`config.mk`:
```
export PLATFORM = sky130hd
export DESIGN_NAME = window3x3
export DESIGN_NICKNAME = d
export VERILOG_FILES = /design/src/rtl/snn_pkg.sv /design/src/rtl/window_lane.sv /design/src/rtl/window3x3.sv
export SDC_FILE = /design/constraint.sdc
export NUM_CORES = 1
export LEC_CHECK = 0
export BUFFER_PORTS_ARGS = -buffer_cell sky130_fd_sc_hd__buf_4
export CAP_MARGIN = 20
export CORE_AREA = 2 2 301 303
export DETAILED_ROUTE_END_ITERATION = 8
export DIE_AREA = 0 0 303 305
export PLACE_DENSITY = 0.46
export SETUP_SLACK_MARGIN = 0.02
export SYNTH_ARGS = -nofsm -noshare
export SYNTH_HDL_FRONTEND = slang
export SYNTH_SLANG_ARGS = --single-unit
```
`constraint.sdc`:
```
create_clock -name CLK -period 34.6 [get_ports CLK]
set_input_delay 5.19 -clock CLK [delete_from_list [all_inputs] [get_ports CLK]]
set_output_delay 5.19 -clock CLK [all_outputs]
set_load 0.005 [all_outputs]
```
`src/rtl/snn_pkg.sv`:
```
// Shared definitions for the line buffer, window generator and PE array:
// frame FSM encoding and the lane/row/col slice-index helpers.
package snn_pkg;

  localparam logic [1:0] ST_IDLE   = 2'd0;
  localparam logic [1:0] ST_ACTIVE = 2'd1;
  localparam logic [1:0] ST_DONE   = 2'd2;

  localparam int unsigned ROWS = 3;
  localparam int unsigned COLS = 3;

  // Pixel index of (lane, row) inside a line-buffer column word.
  function automatic int unsigned col_idx(input int unsigned lane, input int unsigned row);
    return ROWS * lane + row;
  endfunction

  // Pixel index of (lane, row, col) inside a window word.
  function automatic int unsigned win_idx(input int unsigned lane, input int unsigned row,
                                          input int unsigned col);
    return ROWS * COLS * lane + COLS * row + col;
  endfunction

endpackage

```
`src/rtl/window_lane.sv`:
```
// One lane of the 3x3 window: three column registers shifted left on SHIFT;
// c0 is the leftmost (oldest) column of the window.
module window_lane
  import snn_pkg::*;
#(
  parameter int unsigned DW = 16
) (
  input  logic            CLK,
  input  logic            RST,
  input  logic            SHIFT,
  input  logic [3*DW-1:0] COL,
  output logic [9*DW-1:0] WIN
);

  logic [3*DW-1:0] c0;
  logic [3*DW-1:0] c1;
  logic [3*DW-1:0] c2;

  always_ff @(posedge CLK or posedge RST) begin
    if (RST) begin
      c0 <= '0;
      c1 <= '0;
      c2 <= '0;
    end else if (SHIFT) begin
      c0 <= c1;
      c1 <= c2;
      c2 <= COL;
    end
  end

  for (genvar r = 0; r < ROWS; r++) begin : g_row
    assign WIN[win_idx(0, r, 0)*DW +: DW] = c0[col_idx(0, r)*DW +: DW];
    assign WIN[win_idx(0, r, 1)*DW +: DW] = c1[col_idx(0, r)*DW +: DW];
    assign WIN[win_idx(0, r, 2)*DW +: DW] = c2[col_idx(0, r)*DW +: DW];
  end

endmodule

```
`src/rtl/window3x3.sv`:
```
// 3x3 sliding-window generator behind the 3-row line buffer: aligns the column
// strobe, tracks frame position, emits valid-only windows and a frame-done pulse.
module window3x3
  import snn_pkg::*;
#(
  parameter int unsigned LANES = 4,
  parameter int unsigned DW    = 16,
  parameter int unsigned AW    = 5
) (
  input  logic                  CLK,
  input  logic                  RST,
  input  logic                  IN_VALID,
  input  logic [LANES*3*DW-1:0] COL_IN,
  input  logic [AW-1:0]         WIDTH_M1,
  input  logic [AW-1:0]         HEIGHT_M1,
  output logic                  OUT_VALID,
  output logic [LANES*9*DW-1:0] WIN,
  output logic                  FRAME_DONE
);

  logic          col_vld;
  logic [1:0]    state_q;
  logic [1:0]    state_d;
  logic [AW-1:0] col_q;
  logic [AW-1:0] col_d;
  logic [AW-1:0] row_q;
  logic [AW-1:0] row_d;
  logic          out_valid_d;
  logic          frame_done_d;
  logic          last_px;

  for (genvar k = 0; k < LANES; k++) begin : g_lane
    window_lane #(.DW(DW)) u_lane (
      .CLK  (CLK),
      .RST  (RST),
      .SHIFT(col_vld),
      .COL  (COL_IN[col_idx(k, 0)*DW +: 3*DW]),
      .WIN  (WIN[win_idx(k, 0, 0)*DW +: 9*DW])
    );
  end

  // Next-state, position counters and output decode; windows use pre-increment position.
  always_comb begin
    state_d      = state_q;
    col_d        = col_q;
    row_d        = row_q;
    out_valid_d  = 1'b0;
    frame_done_d = (state_q == ST_DONE);
    last_px      = col_vld && (col_q == WIDTH_M1) && (row_q == HEIGHT_M1);

    if (col_vld) begin
      out_valid_d = (row_q >= AW'(2)) && (col_q >= AW'(2));
      if (col_q == WIDTH_M1) begin
        col_d = '0;
        row_d = (row_q == HEIGHT_M1) ? '0 : row_q + AW'(1);
      end else begin
        col_d = col_q + AW'(1);
      end
    end

    case (state_q)
      ST_IDLE:   if (col_vld) state_d = last_px ? ST_DONE : ST_ACTIVE;
      ST_ACTIVE: if (last_px) state_d = ST_DONE;
      ST_DONE:   state_d = col_vld ? (last_px ? ST_DONE : ST_ACTIVE) : ST_IDLE;
      default:   state_d = ST_IDLE;
    endcase
  end

  always_ff @(posedge CLK or posedge RST) begin
    if (RST) begin
      state_q    <= ST_IDLE;
      col_vld    <= 1'b0;
      col_q      <= '0;
      row_q      <= '0;
      OUT_VALID  <= 1'b0;
      FRAME_DONE <= 1'b0;
    end else begin
      state_q    <= state_d;
      col_vld    <= IN_VALID;
      col_q      <= col_d;
      row_q      <= row_d;
      OUT_VALID  <= out_valid_d;
      FRAME_DONE <= frame_done_d;
    end
  end

endmodule
```
Yosys cells after proc, flatten, opt, wreduce, memory -nomap -nowiden

Cells that the tools add are included.

Output and inout port bits: 578
Input port bits: 205
Register bits after elaboration: 591
Logic and storage cells: 42

Reductions and logical operators: 6
Add/subtract/negate cells: 2
Mux-type cells: 8
Equal/unequal tests: 6
$lt $le $gt $ge: 2

Operators with widths:

| kind                  | count |
|---|---|
| $add A5 B1 Y5 const B | 2 |
| $eq A5 B5 Y1          | 2 |
| $ge A5 B2 Y1 const B  | 2 |
| $mux W5               | 2 |
| $mux W2               | 4 |
| $pmux W2 S3           | 1 |
| $ne A2 B2 Y1 const B  | 2 |
| $reduce_and A2 Y1     | 2 |
| $logic_and A1 B1 Y1   | 3 |
| $eq A2 B1 Y1 const B  | 1 |
| $eq A2 B2 Y1 const B  | 1 |
| $logic_not A2 Y1      | 1 |
| $mux W1               | 1 |

Logic depth before layout (Yosys ltp)

Gate-level depths: netlist of run 1.

Word-level depth: 6
Gate-level depth with buffers: 6
Depth with buffers taken out: 5

By module

From an unflattened synthesis of run 1, not the netlist that was laid out.

Cell total of the unflattened synthesis: 1303
Area total of the unflattened synthesis: 23191.0 um^2

By module, submodules not included:

| module      | cells an instance | instances | area each (um^2) | sequential area each (um^2) |
|---|---|---|---|---|
| window_lane | 305               | 4         | 5584.1           | 3603.5 |
| window3x3   | 83                | 1         | 854.6            | 375.4 |

Worst setup path before layout of run 1

No wires, ideal clock.

Path type: input port to flip-flop
From: input port WIDTH_M1[3]
To: register row_q[3]
Required time: 34.499 ns
Arrival: 6.096 ns
Path buffers: 1
Path slack: 28.403 ns
Stages on the path: 6
Path through: xor2_1 -> nor3_2 -> and2_1 -> buf_6 -> nand3_4 -> o311ai_2

Longest elaborated chain between the ends: 2

RTL lines:

| what                               | RTL line        | RTL |
|---|---|---|
| start: declaration                 | window3x3.sv:14 | `input logic [AW-1:0] WIDTH_M1,` |
| $eq A5 B5 Y1                       | window3x3.sv:53 | `if (col_q == WIDTH_M1) begin` |
| $reduce_and A2 Y1 (no source line) | -               |  |
| end signal: assignment             | window3x3.sv:81 | `row_q <= row_d;` |
| end: declaration                   | window3x3.sv:26 | `logic [AW-1:0] row_q;` |

No other way between the ends.
A chain may end at the register's enable or synchronous reset.

==> impl_metrics.py, run 1 <==
metrics = {
    "synthesis": {
        "synth_edf_count": 0,
        "syn_area_sq_mm": 0.0221,
        "synth_cells": 1300,
        "ys_ff_latch": 591,
        "yosysSeqAreaShare_pct": 67.0,
        "synth.largest_area_cell": "dfrtp_1",
        "synth_warnings": 0,
        "synth.distinct_cells": 30,
        "synthTopCellsByArea": "dfrtp_1 (67%), mux2_2 (29%), buf_2 (1.4%)",
        "synth_fp_nets": 1509,
        "async_reset_ff_share_pct": 100,
        "synth_area_per_cell_sq_um": 17.0,
        "synth_top_area_share_pct": 67.0,
        "synth_flop_cell": "dfrtp_1",
    },
    "cts": {
        "cts.sinks": 591,
        "clk_latency_ns": 0.61,
        "cts_buffers": 71,
        "htreeDepth": 3,
        "root_buffer": "clkbuf_16",
        "clockBufferDepth": 3,
        "hold_buffers": 0,
        "cts.clk_slew.worst_paths_ns": 0.06,
        "post_cts_resized": 0,
        "cts_tree": "yes",
        "cts_setup_buffers": 0,
    },
    "setup_path": {
        "crit_buf_inv": 6,
        "slowest_delay_ns": 0.81,
        "crit_type": "primary input to asynchronous set/reset pin",
        "critical-path-top-delay-family": "buffers and inverters",
        "cp-end-kind": "asynchronous set/reset pin",
        "cp_data_required_time_ns": 35.36,
        "start_kind": "primary input",
        "path_cells": "buf_4 > inv_8 > buf_4 > buf_4 > buf_4 > buf_16",
        "worstPathArrival_ns": 8.25,
        "cp_common_cell": "buf_4",
        "crit_path_max_fanout": 84,
        "slowest_stage": "buf_4",
    },
    "cells_and_area": {
        "final_common_cell": "buf_4",
        "areaGrowthSynthToFinish_pct": 43.4,
        "nFillCells": 8767,
        "layout.nets": 2315,
        "utilization_pct": 35.5,
        "multiInputGateArea_sq_mm": 0.00693,
        "final_layout_size_suffix_gt1_share_pct": 69.1,
        "regArea_sq_mm": 0.0148,
        "final_cell_mix": "buf_4 (795), dfrtp_1 (590), mux2_2 (578), clkbuf_16 (73), clkbuf_1 (19)",
    },
    "sta": {
        "fin_setup_tns_ns": 0,
        "worstMarginPinSlew_ns": 0.964,
        "relSlewSlack_pct": 35.7,
        "max_freq_ghz": 0.134,
        "finalHoldViolCount": 0,
        "finalSetupViolations": 0,
        "final.min_clock_period_ns": 7.49,
        "post-route-period-util_pct": 21.6,
        "skew_ns": 0.0176,
        "fin_ws_ns": 27.11,
        "rsz0062_at_grt": "no",
        "drv_slew": 0,
    },
    "power_and_ir_drop": {
        "p_int_uw": 1480,
        "p_leak_uw": 0.0145,
        "p_comb_share_pct": 18.4,
        "p_switching_uw": 521,
        "ir_drop_mv": 0.0345,
        "power_uw": 2000,
        "switching_share_pct": 26.1,
        "seqPwrFrac_pct": 43.9,
        "pwr-share-clk_pct": 37.7,
        "power_density_mw_per_mm2": 63.1,
    },
    "status": {
        "status": "finished with violations",
        "violations": "DRC",
    },
    "drt": {
        "vias": 13900,
        "drt_wl_total_mm": 66.8,
        "dr.pass1.iters": 8,
        "drtAntennaViolNets": 0,
        "wl_per_cell_um": 20.0,
        "drc": 33,
        "vias_per_cell": 4.18,
        "drtIter0Drc": 626,
    },
    "placement": {
        "dp_slack_ns": 25.89,
        "routabilityCongestion": 0.766,
        "io_buffers": 782,
        "dp_hpwl_mm": 49.1,
    },
    "hold_path": {
        "hold_class": "flop to flop",
    },
    "floorplan": {
        "initial_core_util_pct": 24.7,
        "die-height_um": 305,
        "io_pins": 783,
        "die_w_um": 303,
        "dieArea_sq_mm": 0.0924,
        "fp-row-count": 110,
        "coreArea_sq_mm": 0.0893,
    },
    "run": {
        "cap_violations": 0,
    },
    "global_route": {
        "grt_pass1_vias": 14900,
        "track_usage_pct": 14.0,
        "overflow": 0,
        "antenna_found_initial": 5,
        "grt_start_max_net_pins": 165,
        "grt_pass1_wl_mm": 97.3,
    },
}
[per-layer routing]
metal	track usage, %	part of all wire (%)	vias to the layer above
met2	25.2	53	454
met3	4.51	7.8	110
met1	14.6	35	7124
li1	-	-	6257
met5	0	0.019	-
met4	6.54	3.7	2
[worst paths after layout]
kind / from / endpoint / slack [ns] / cells past startpoint
worst max-delay path: RST / g_lane[2].u_lane.c0[6] / 27.11 / 6
worst min-delay path: state_q[0] / FRAME_DONE / 0.47 / 1
worst max register to register: col_vld / state_q[0] / 31.29 / 4
worst min register to register: state_q[0] / FRAME_DONE / 0.47 / 1
max in group CLK: g_lane[0].u_lane.c1[44] / WIN[124] / 28.16 / 1
min in group asynchronous: RST / g_lane[1].u_lane.c2[32] / 4.66 / 2
[final cells by class]
type | instances | area share (%)
clock inverter | 20 | 0.838
tap | 1176 | 4.65
sequential | 591 | 46.7
multi-input combinational | 637 | 21.9
inverter | 6 | 0.0948
timing repair buffer | 799 | 19.1
antenna | 4 | 0.0316
clock buffer | 107 | 6.65
[state kept, by name, indices dropped and copies added (netlist names)]
name	flops
state_q	2
g_lane.u_lane.c1	192
FRAME_DONE	1
OUT_VALID	1
g_lane.u_lane.c0	192
col_vld	1
col_q	5
row_q	5
g_lane.u_lane.c2	192
[worst reg2reg max path, cell delays in order, from the launching register on]
cell and delay, ns:
dfrtp_4 0.84, buf_4 0.70, buf_12 0.79, nand3_1 0.49
o221a_2 0.38
[per-stage QoR]
stage / hold WS, ns / cells / instance area (sq um)
2_1_floorplan: 0.426 / 1300 / 22100
4_1_cts: 0.466 / 3333 / 31600
3_3_place_gp: 0.456 / 3206 / 29200
5_1_grt: 0.486 / 3340 / 31700
3_5_place_dp: 0.458 / 3206 / 29200
6_report: 0.465 / 3340 / 31700
[kinds of logic after synthesis]
group | synth area share [%]
fa+ha+maj | 0.227
xor+xnor | 0.397
simple gates | 0.782
mux | 29.5
buf+inv | 1.63
compound gates | 0.510
flops | 67.0
[power by group through the flow]
| stage | registers, uW | logic, uW | clock network [uW] |
|---|---|---|---|
| 6_report | 876 | 367 | 753 |
| 3_3_place_gp | 884 | 374 | 0 |
| 4_1_cts | 879 | 378 | 782 |
| 3_5_place_dp | 889 | 377 | 0 |
| 5_1_grt | 893 | 396 | 812 |
| 2_1_floorplan | 879 | 135 | 0 |
[synthesized netlist by cell type (all sizes together) (3+ instances only)]
library cell	number
a21oi	3
ha	4
nand3	8
o21ai	5
mux2	578
nand2	6
inv	6
buf	64
dfrtp	591
nor3	4
xor2	8
nor2	4
(Power assumes the default switching activity.)
==> run 2, diff against run 1 <==
clock period = 7.3 ns   (was 34.6 ns; I/O delays follow)
==> run 2 against run 1 <==
The flow still finishes with violations (DRC); routed wire length is 1.5% higher; largest cell class unchanged; sequential power rose to 4.7 times the previous value; critical path type is now flop to flop; cell count about the same.
==> impl_metrics.py, run 2 (same netlist as run 1, synthesis figures left out) <==
metrics = {
    "drt": {
        "vias": 14000,
        "wl_per_cell_um": 20.3,
        "drtAntennaViolNets": 0,
        "drt_wl_total_mm": 67.8,
        "drc": 35,
        "drtIter0Drc": 611,
        "dr.pass1.iters": 9,
        "vias_per_cell": 4.18,
    },
    "sta": {
        "final.min_clock_period_ns": 2.92,
        "post-route-period-util_pct": 39.9,
        "rsz0062_at_grt": "no",
        "finalHoldViolCount": 0,
        "relSlewSlack_pct": 20.4,
        "finalSetupViolations": 0,
        "drv_slew": 0,
        "skew_ns": 0.0255,
        "worstMarginPinSlew_ns": 1.19,
        "max_freq_ghz": 0.343,
        "fin_setup_tns_ns": 0,
    },
    "cts": {
        "cts_tree": "yes",
        "cts_setup_buffers": 0,
        "cts_buffers": 70,
        "post_cts_resized": 0,
        "root_buffer": "clkbuf_16",
        "htreeDepth": 3,
        "hold_buffers": 0,
        "clk_latency_ns": 0.60,
        "cts.sinks": 591,
        "clockBufferDepth": 3,
        "cts.clk_slew.worst_paths_ns": 0.06,
    },
    "power_and_ir_drop": {
        "pwr-share-clk_pct": 38.2,
        "power_density_mw_per_mm2": 301,
        "p_int_uw": 7070,
        "seqPwrFrac_pct": 43.5,
        "switching_share_pct": 26.0,
        "p_comb_share_pct": 18.3,
        "ir_drop_mv": 0.180,
        "p_switching_uw": 2480,
        "p_leak_uw": 0.0145,
    },
    "cells_and_area": {
        "final_cell_mix": "buf_4 (791), dfrtp_1 (590), mux2_2 (578), clkbuf_16 (70), clkbuf_8 (22)",
        "areaGrowthSynthToFinish_pct": 43.8,
        "fin_area_sq_mm": 0.0318,
        "nFillCells": 8735,
        "layout.nets": 2313,
        "reg_top3": "g_lane.u_lane.c0: 192 flops, g_lane.u_lane.c1: 192 flops, g_lane.u_lane.c2: 192 flops",
        "final_cells": 3337,
        "final_layout_size_suffix_gt1_share_pct": 69.4,
        "final_common_cell": "buf_4",
    },
    "floorplan": {
        "initial_core_util_pct": 24.7,
        "die_w_um": 303,
        "coreArea_sq_mm": 0.0893,
        "dieArea_sq_mm": 0.0924,
        "fp-row-count": 110,
        "die-height_um": 305,
        "io_pins": 783,
    },
    "placement": {
        "io_buffers": 782,
        "routabilityCongestion": 0.778,
        "dp_hpwl_mm": 50.1,
        "placed_cell_area_sq_mm": 0.0293,
        "post-place-cells": 3207,
    },
    "global_route": {
        "track_usage_pct": 14.3,
        "overflow": 0,
        "met1_usage_pct": 15.1,
        "grt_util_met2_pct": 25.9,
        "grt.met3_usage_pct": 4.75,
        "top_usage_layer": "met2",
        "grt_start_max_net_pins": 173,
        "antenna_found_initial": 6,
        "grt_pass1_wl_mm": 99.5,
        "grt_pass1_vias": 15000,
    },
    "setup_path": {
        "crit_type": "flop to flop",
        "cp_data_required_time_ns": 7.78,
        "crit_path_max_fanout": 172,
        "start_kind": "flop",
        "cp-end-kind": "flop",
        "worstPathArrival_ns": 3.40,
    },
    "run": {
        "cap_violations": 0,
    },
    "status": {
        "status": "finished with violations",
        "violations": "DRC",
    },
    "hold_path": {
        "hold_class": "primary input to asynchronous set/reset pin",
    },
}
==> run 2: cell types whose count changed in the layout (fill, tap and decap cells not counted), sizes merged <==
cell	delta
clkbuf	-2
inv	-2
bufinv	+2
clkinvlp	+1
clkinv	-1
buf	-1
==> run 2: final timing paths <==
check | endpoint | startpoint | slack, ns | depth (start not counted)
min in group CLK | FRAME_DONE | state_q[0] | 0.48 | 1
setup / recovery | g_lane[3].u_lane.c1[34] | col_vld | 4.38 | 3
max in group asynchronous | g_lane[1].u_lane.c0[29] | RST | 5.25 | 5
hold reg to reg | FRAME_DONE | state_q[0] | 0.48 | 1
setup reg to reg | g_lane[3].u_lane.c1[34] | col_vld | 4.38 | 3
hold / removal | g_lane[2].u_lane.c2[24] | RST | 0.42 | 2
==> run 2: area by class of cell <==
cell class	instances	area, sq um	area share [%]
Clock buffer	105	2100	6.62
Timing Repair Buffer	798	6080	19.1
Clock inverter	20	343	1.08
Sequential cell	591	14800	46.6
Antenna cell	4	10.0	0.0315
Tap cell	1176	1470	4.63
Inverter	6	26.3	0.0827
Multi-Input combinational cell	637	6930	21.8
==> run 2: worst max-delay path: stages, from the launching register on <==
cell	delay (ns)
dfrtp_4	1.08
buf_12	0.31
buf_12	0.52
mux2_2	0.43
==> run 2: power groups by stage <==
stage,sequential [uW],combinational [uW],clock [uW]
2_1_floorplan,4170,642,0
3_5_place_dp,4220,1790,0
4_1_cts,4170,1800,3800
3_3_place_gp,4190,1780,0
5_1_grt,4240,1880,3930
6_report,4160,1740,3650
==> run 2: per-stage QoR <==
step,power (uW),setup slack (ns),hold slack (ns),utilization [%]
final,9550,4.38,0.419,35.6
after global routing,10100,4.28,0.381,35.6
after CTS,9760,4.44,0.485,35.5
after detailed placement,6010,4.11,0.477,32.8
after global placement,5970,4.20,0.470,32.8
after floorplan,4810,-1.85,0.426,-
==> run 2: routing by layer <==
layer,wire [um],vias up
met2,36300,443
met1,23800,7158
met5,0,-
met3,5490,107
li1,-,6254
met4,2170,0
